===== src/rtl/mem_arbiter.sv =====
// mem_arbiter: two-master AXI-lite arbiter in front of a single memory slave.
// Master 0 is the instruction fetch unit (read only). Master 1 is the
// load/store unit (read and write). One whole transaction is granted at a
// time, so the slave never sees two outstanding transactions.
// Optional build macro MEM_ARB_RR_EN: round-robin between masters on a tie.
// Without it, the priority is fixed: WR1 > RD1 > RD0.
module mem_arbiter #(
    parameter int ADDR_W = 32,
    parameter int DATA_W = 32
) (
    input  logic                clk,
    input  logic                rst,
    // master 0 read
    input  logic [ADDR_W-1:0]   m0_araddr,
    input  logic                m0_arvalid,
    output logic                m0_arready,
    output logic [DATA_W-1:0]   m0_rdata,
    output logic [1:0]          m0_rresp,
    output logic                m0_rvalid,
    input  logic                m0_rready,
    // master 1 read
    input  logic [ADDR_W-1:0]   m1_araddr,
    input  logic                m1_arvalid,
    output logic                m1_arready,
    output logic [DATA_W-1:0]   m1_rdata,
    output logic [1:0]          m1_rresp,
    output logic                m1_rvalid,
    input  logic                m1_rready,
    // master 1 write
    input  logic [ADDR_W-1:0]   m1_awaddr,
    input  logic                m1_awvalid,
    output logic                m1_awready,
    input  logic [DATA_W-1:0]   m1_wdata,
    input  logic [DATA_W/8-1:0] m1_wstrb,
    input  logic                m1_wvalid,
    output logic                m1_wready,
    output logic [1:0]          m1_bresp,
    output logic                m1_bvalid,
    input  logic                m1_bready,
    // slave side
    output logic [ADDR_W-1:0]   s_araddr,
    output logic                s_arvalid,
    input  logic                s_arready,
    input  logic [DATA_W-1:0]   s_rdata,
    input  logic [1:0]          s_rresp,
    input  logic                s_rvalid,
    output logic                s_rready,
    output logic [ADDR_W-1:0]   s_awaddr,
    output logic                s_awvalid,
    input  logic                s_awready,
    output logic [DATA_W-1:0]   s_wdata,
    output logic [DATA_W/8-1:0] s_wstrb,
    output logic                s_wvalid,
    input  logic                s_wready,
    input  logic [1:0]          s_bresp,
    input  logic                s_bvalid,
    output logic                s_bready
);

    typedef enum logic [1:0] {
        IDLE = 2'd0,
        RD0  = 2'd1,
        RD1  = 2'd2,
        WR1  = 2'd3
    } state_t;

    state_t state_r;
    state_t state_nxt_s;
    state_t grant_s;
    state_t m1_state_s;
    logic   ar_done_r;
    logic   aw_done_r;
    logic   w_done_r;
    logic   m0_req_s;
    logic   m1_req_s;
    logic   m1_wr_req_s;
    logic   ar_hs_s;
    logic   aw_hs_s;
    logic   w_hs_s;
    logic   r_hs_s;
    logic   b_hs_s;

`ifdef MEM_ARB_RR_EN
    logic   last_grant_r;
`endif

    assign m0_req_s    = m0_arvalid;
    assign m1_wr_req_s = m1_awvalid | m1_wvalid;
    assign m1_req_s    = m1_arvalid | m1_wr_req_s;

    assign ar_hs_s = s_arvalid & s_arready;
    assign aw_hs_s = s_awvalid & s_awready;
    assign w_hs_s  = s_wvalid & s_wready;
    assign r_hs_s  = s_rvalid & s_rready;
    assign b_hs_s  = s_bvalid & s_bready;

    // Pick which transaction IDLE would hand out next; write beats read within master 1.
    always_comb begin
        m1_state_s = m1_wr_req_s ? WR1 : RD1;
        grant_s    = IDLE;
`ifdef MEM_ARB_RR_EN
        if (m0_req_s && m1_req_s) begin
            // tie: the master that was not served last goes first
            grant_s = last_grant_r ? RD0 : m1_state_s;
        end else if (m1_req_s) begin
            grant_s = m1_state_s;
        end else if (m0_req_s) begin
            grant_s = RD0;
        end else begin
            grant_s = IDLE;
        end
`else
        if (m1_req_s) begin
            grant_s = m1_state_s;
        end else if (m0_req_s) begin
            grant_s = RD0;
        end else begin
            grant_s = IDLE;
        end
`endif
    end

    // Next-state logic: leave a transaction only on its final response handshake.
    always_comb begin
        state_nxt_s = state_r;
        case (state_r)
            IDLE: state_nxt_s = grant_s;
            RD0: begin
                if (r_hs_s) state_nxt_s = IDLE;
                else        state_nxt_s = RD0;
            end
            RD1: begin
                if (r_hs_s) state_nxt_s = IDLE;
                else        state_nxt_s = RD1;
            end
            WR1: begin
                if (b_hs_s) state_nxt_s = IDLE;
                else        state_nxt_s = WR1;
            end
            default: state_nxt_s = IDLE;
        endcase
    end

    // Channel routing: the granted master is wired straight through, everything else idles.
    always_comb begin
        m0_arready = 1'b0;
        m0_rdata   = {DATA_W{1'b0}};
        m0_rresp   = 2'b00;
        m0_rvalid  = 1'b0;
        m1_arready = 1'b0;
        m1_rdata   = {DATA_W{1'b0}};
        m1_rresp   = 2'b00;
        m1_rvalid  = 1'b0;
        m1_awready = 1'b0;
        m1_wready  = 1'b0;
        m1_bresp   = 2'b00;
        m1_bvalid  = 1'b0;
        s_araddr   = {ADDR_W{1'b0}};
        s_arvalid  = 1'b0;
        s_rready   = 1'b0;
        s_awaddr   = {ADDR_W{1'b0}};
        s_awvalid  = 1'b0;
        s_wdata    = {DATA_W{1'b0}};
        s_wstrb    = {(DATA_W/8){1'b0}};
        s_wvalid   = 1'b0;
        s_bready   = 1'b0;
        case (state_r)
            IDLE: begin
                s_arvalid = 1'b0;
            end
            RD0: begin
                s_araddr   = m0_araddr;
                s_arvalid  = m0_arvalid & ~ar_done_r;
                m0_arready = s_arready & ~ar_done_r;
                s_rready   = m0_rready;
                m0_rdata   = s_rdata;
                m0_rresp   = s_rresp;
                m0_rvalid  = s_rvalid;
            end
            RD1: begin
                s_araddr   = m1_araddr;
                s_arvalid  = m1_arvalid & ~ar_done_r;
                m1_arready = s_arready & ~ar_done_r;
                s_rready   = m1_rready;
                m1_rdata   = s_rdata;
                m1_rresp   = s_rresp;
                m1_rvalid  = s_rvalid;
            end
            WR1: begin
                s_awaddr   = m1_awaddr;
                s_awvalid  = m1_awvalid & ~aw_done_r;
                m1_awready = s_awready & ~aw_done_r;
                s_wdata    = m1_wdata;
                s_wstrb    = m1_wstrb;
                s_wvalid   = m1_wvalid & ~w_done_r;
                m1_wready  = s_wready & ~w_done_r;
                s_bready   = m1_bready;
                m1_bresp   = s_bresp;
                m1_bvalid  = s_bvalid;
            end
            default: begin
                s_arvalid = 1'b0;
            end
        endcase
    end

    // State register and per-channel done flags; the flags are cleared whenever IDLE is reached.
    always_ff @(posedge clk) begin
        if (rst) begin
            state_r   <= IDLE;
            ar_done_r <= 1'b0;
            aw_done_r <= 1'b0;
            w_done_r  <= 1'b0;
        end else begin
            state_r <= state_nxt_s;
            if (state_r == IDLE) begin
                ar_done_r <= 1'b0;
                aw_done_r <= 1'b0;
                w_done_r  <= 1'b0;
            end else begin
                ar_done_r <= ar_done_r | ar_hs_s;
                aw_done_r <= aw_done_r | aw_hs_s;
                w_done_r  <= w_done_r | w_hs_s;
            end
        end
    end

`ifdef MEM_ARB_RR_EN
    // Remember which master was granted last (1 = master 1), updated when a grant is taken.
    always_ff @(posedge clk) begin
        if (rst) begin
            last_grant_r <= 1'b0;
        end else if ((state_r == IDLE) && (grant_s != IDLE)) begin
            last_grant_r <= (grant_s != RD0);
        end else begin
            last_grant_r <= last_grant_r;
        end
    end
`endif

endmodule


===== config.mk =====
export PLATFORM = sky130hd
export DESIGN_NAME = mem_arbiter
export DESIGN_NICKNAME = d
export VERILOG_FILES = /design/src/rtl/mem_arbiter.sv
export SDC_FILE = /design/constraint.sdc
export NUM_CORES = 1
export LEC_CHECK = 0
export ABC_AREA = 1
export CORE_AREA = 8 8 135 137
export CTS_CLUSTER_SIZE = 8
export DETAILED_ROUTE_END_ITERATION = 8
export DIE_AREA = 0 0 143 145
export GPL_ROUTABILITY_DRIVEN = 0
export PLACE_DENSITY = 0.55
export RECOVER_POWER = 100
export SETUP_SLACK_MARGIN = 0.05
export SYNTH_ARGS = -nofsm -noshare
export SYNTH_HDL_FRONTEND = slang
export SYNTH_SLANG_ARGS = --single-unit

===== constraint.sdc =====
create_clock -name clk -period 1.75 [get_ports clk]
set_clock_uncertainty 0.05 [all_clocks]
set_input_delay 0.35 -clock clk [delete_from_list [all_inputs] [get_ports clk]]
set_output_delay 0.35 -clock clk [all_outputs]
set_load 0.05 [all_outputs]

==> metrics.txt <==
outcome=finished, violations left; failing checks=setup timing; detailed-route via count=4135; top_reg_cell synth=dfxtp_1; #FFs+latches synth=5; Worst-Margin Slew=0.332 ns; Req. time, crit path=~1.4 ns; Static Leak=4.70 nW; routed wire length=18100 um; initial core utilization=12.8%; post-layout net count=1048; Syn Std Cell Area=2070 um2; crit share post-route=112%; first-pass GRT wire length=roughly 26000 um; Core Area=about 16000 um2; share of post-route cells with drive strength above 1=between 50% and 60%; placement-stage cell area=about 8000 um2; initial antenna violation count=0; number of synthesized flops with an enable pin=0; clk_lat worst skew=0.23 ns; # fillers=1337; cell count after synthesis=463; drc violations=0; Slew Limit Headroom=approximately 80%; total power=8.53 mW; minimum clock period=between 1.5 and 2 ns; Max-cap violations=0; RSZ-0062 raised after global routing=yes; CTS tree=built; Setup CP Type=reg2out; dpl hpwl=14400 um; Final Worst Setup Slack=-0.203 ns; PortBufs=363; Antenna Violating Nets Remaining=0; Seq/Total Area, Yosys=4.84%; Hold WC Path Type=reg2reg; 1st-iter DRT viols=111; clk sinks=5; setup_tns=-21.79 ns; wire length per cell=16.8 um; syn_nets=649; Post-Layout Cell Count=1081; share of flip-flops with an asynchronous set or reset=0%; P&R area growth vs syn=359%; CP startpoint kind=register; TritonCTS Buffers=3; Synth cell types=16; Die X=between 100 and 150 um; clock slew at reported path FFs=0.03 ns; TritonRoute pass-1 iters=4; CP max FO=8; placed cells=1045; Total Routing Usage GR=16.3%; Die Area=20700 um2; htree depth=1; Clock Tree Buf Depth=2; endpoint type of the worst setup path=output port; largest net degree at the start of global routing=32; FP Rows=47; vias in the first global route=4205; Finished Cell Area=9500 um2; Congestion Overflow GR=0; final setup fails=182; die height=between 100 and 150 um; crit path DAT=1.55 ns; maximum clock frequency=~0.51 GHz; Root Buffer=clkbuf_16; Power Density=between 800 and 900 nW/um2; Yosys Warn Count=0; Syn Area/Cell=4.47 um2; Hold Fails Final Rpt=0; I/O Pins=approximately 360; Max Transition Viols Final=0; IR drop worst, VDD=0.707 mV; vias per cell=between 3 and 4; antenna cells=0
-- worst max-delay path: stages, from the launching register on --
cell       delay, ns
dfxtp_2         0.32
buf_6           0.12
ha_4            0.18
buf_6           0.14
buf_12          0.14
clkbuf_16       0.16
nand2_1         0.07
inv_2           0.05
buf_12          0.14
-- sequential cells by signal (all words and copies together) (netlist names) --
name,cells
ar_done_r,1
aw_done_r,1
state_r,2
w_done_r,1
-- cell usage after synthesis, types with 2 or more instances --
cell type,count,area share [%]
buf_4,7,2.5
o21ai_0,2,0.48
nand2_1,221,40
nand3_2,2,0.97
a21oi_1,36,8.7
ha_1,4,2.4
buf_6,12,6.5
buf_2,8,1.9
nor2_1,8,1.5
dfxtp_1,5,4.8
inv_1,150,27
and3_1,2,0.60
a21oi_2,3,1.3
-- final cells by class --
cell class	instances	area [um2]	share of cell area, %
multi-input cells	280	2180	23.0
repair buffers	421	6230	65.6
well taps	220	275	2.90
clock buffers	4	78.8	0.830
inverters	151	629	6.63
flip-flops and latches	5	105	1.11
-- placed cells by master, fill, tap and decap left out --
cell / count
buf_16: 9
nor2_2: 1
a21oi_2: 5
clkbuf_1: 1
inv_4: 25
buf_8: 10
buf_12: 177
nand3_2: 2
buf_6: 29
o21ai_0: 2
nand2_2: 45
a21oi_1: 4
dfxtp_2: 1
and3_4: 2
clkdlybuf4s50_1: 181
a21oi_4: 30
or2_2: 1
o21ai_4: 1
clkbuf_16: 5
nor2_1: 3
nand2_4: 60
nor2_4: 4
nand2_1: 116
ha_4: 4
dfxtp_4: 1
buf_4: 13
inv_2: 77
inv_1: 49
dfxtp_1: 3
-- routing by layer --
layer	vias up	share of wire, %	GRT usage, %
met5	-	0	0
met4	0	0.88	2.18
met3	10	8.7	5.31
met2	191	56	32.1
met1	1862	34	16.3
li1	2072	-	-
-- cell families after synthesis --
| kind of cell | share of synthesized area [%] |
|---|---|
| AOI/OAI and AO/OA | 10.9 |
| and+or+nand+nor | 43.4 |
| DFF | 4.84 |
| adders and majority gates | 2.42 |
| buffers and inverters | 38.4 |
-- path summary, 6_finish.rpt --
kind / startpoint / cells after the start / slack, ns / endpoint
max: state_r[0] / 8 / -0.20 / m0_rdata[19]
min: w_done_r / 2 / 0.42 / w_done_r
min reg2reg: w_done_r / 2 / 0.42 / w_done_r
max reg2reg: state_r[1] / 10 / 0.24 / state_r[1]
-- repair_timing --
action                                  4_1_cts  5_1_grt
gates cloned                                 12        2
pin swaps                                    20       16
gates resized for setup                     220      156
endpoints found under the hold margin         0        0
endpoints found under the setup margin      182      182
hold buffers                                  0        0
setup buffers                                10       10
-- power breakdown --
part	leakage (nW)	total [mW]	internal, mW	switching (mW)
combinational	4.62	8.01	3.74	4.27
clock	0.0382	0.376	0.302	0.0744
sequential	0.0417	0.149	0.134	0.0150
-- per-stage QoR --
stage	util, %	hold WS [ns]	worst slack (ns)
after floorplan	-	0.402	0.0154
after global placement	49.2	0.421	-0.0122
after detailed placement	49.2	0.424	-0.0265
after CTS	55.7	0.430	-0.191
after global routing	58.7	0.445	-0.253
final	58.7	0.423	-0.203
(Power assumes the default switching activity.)
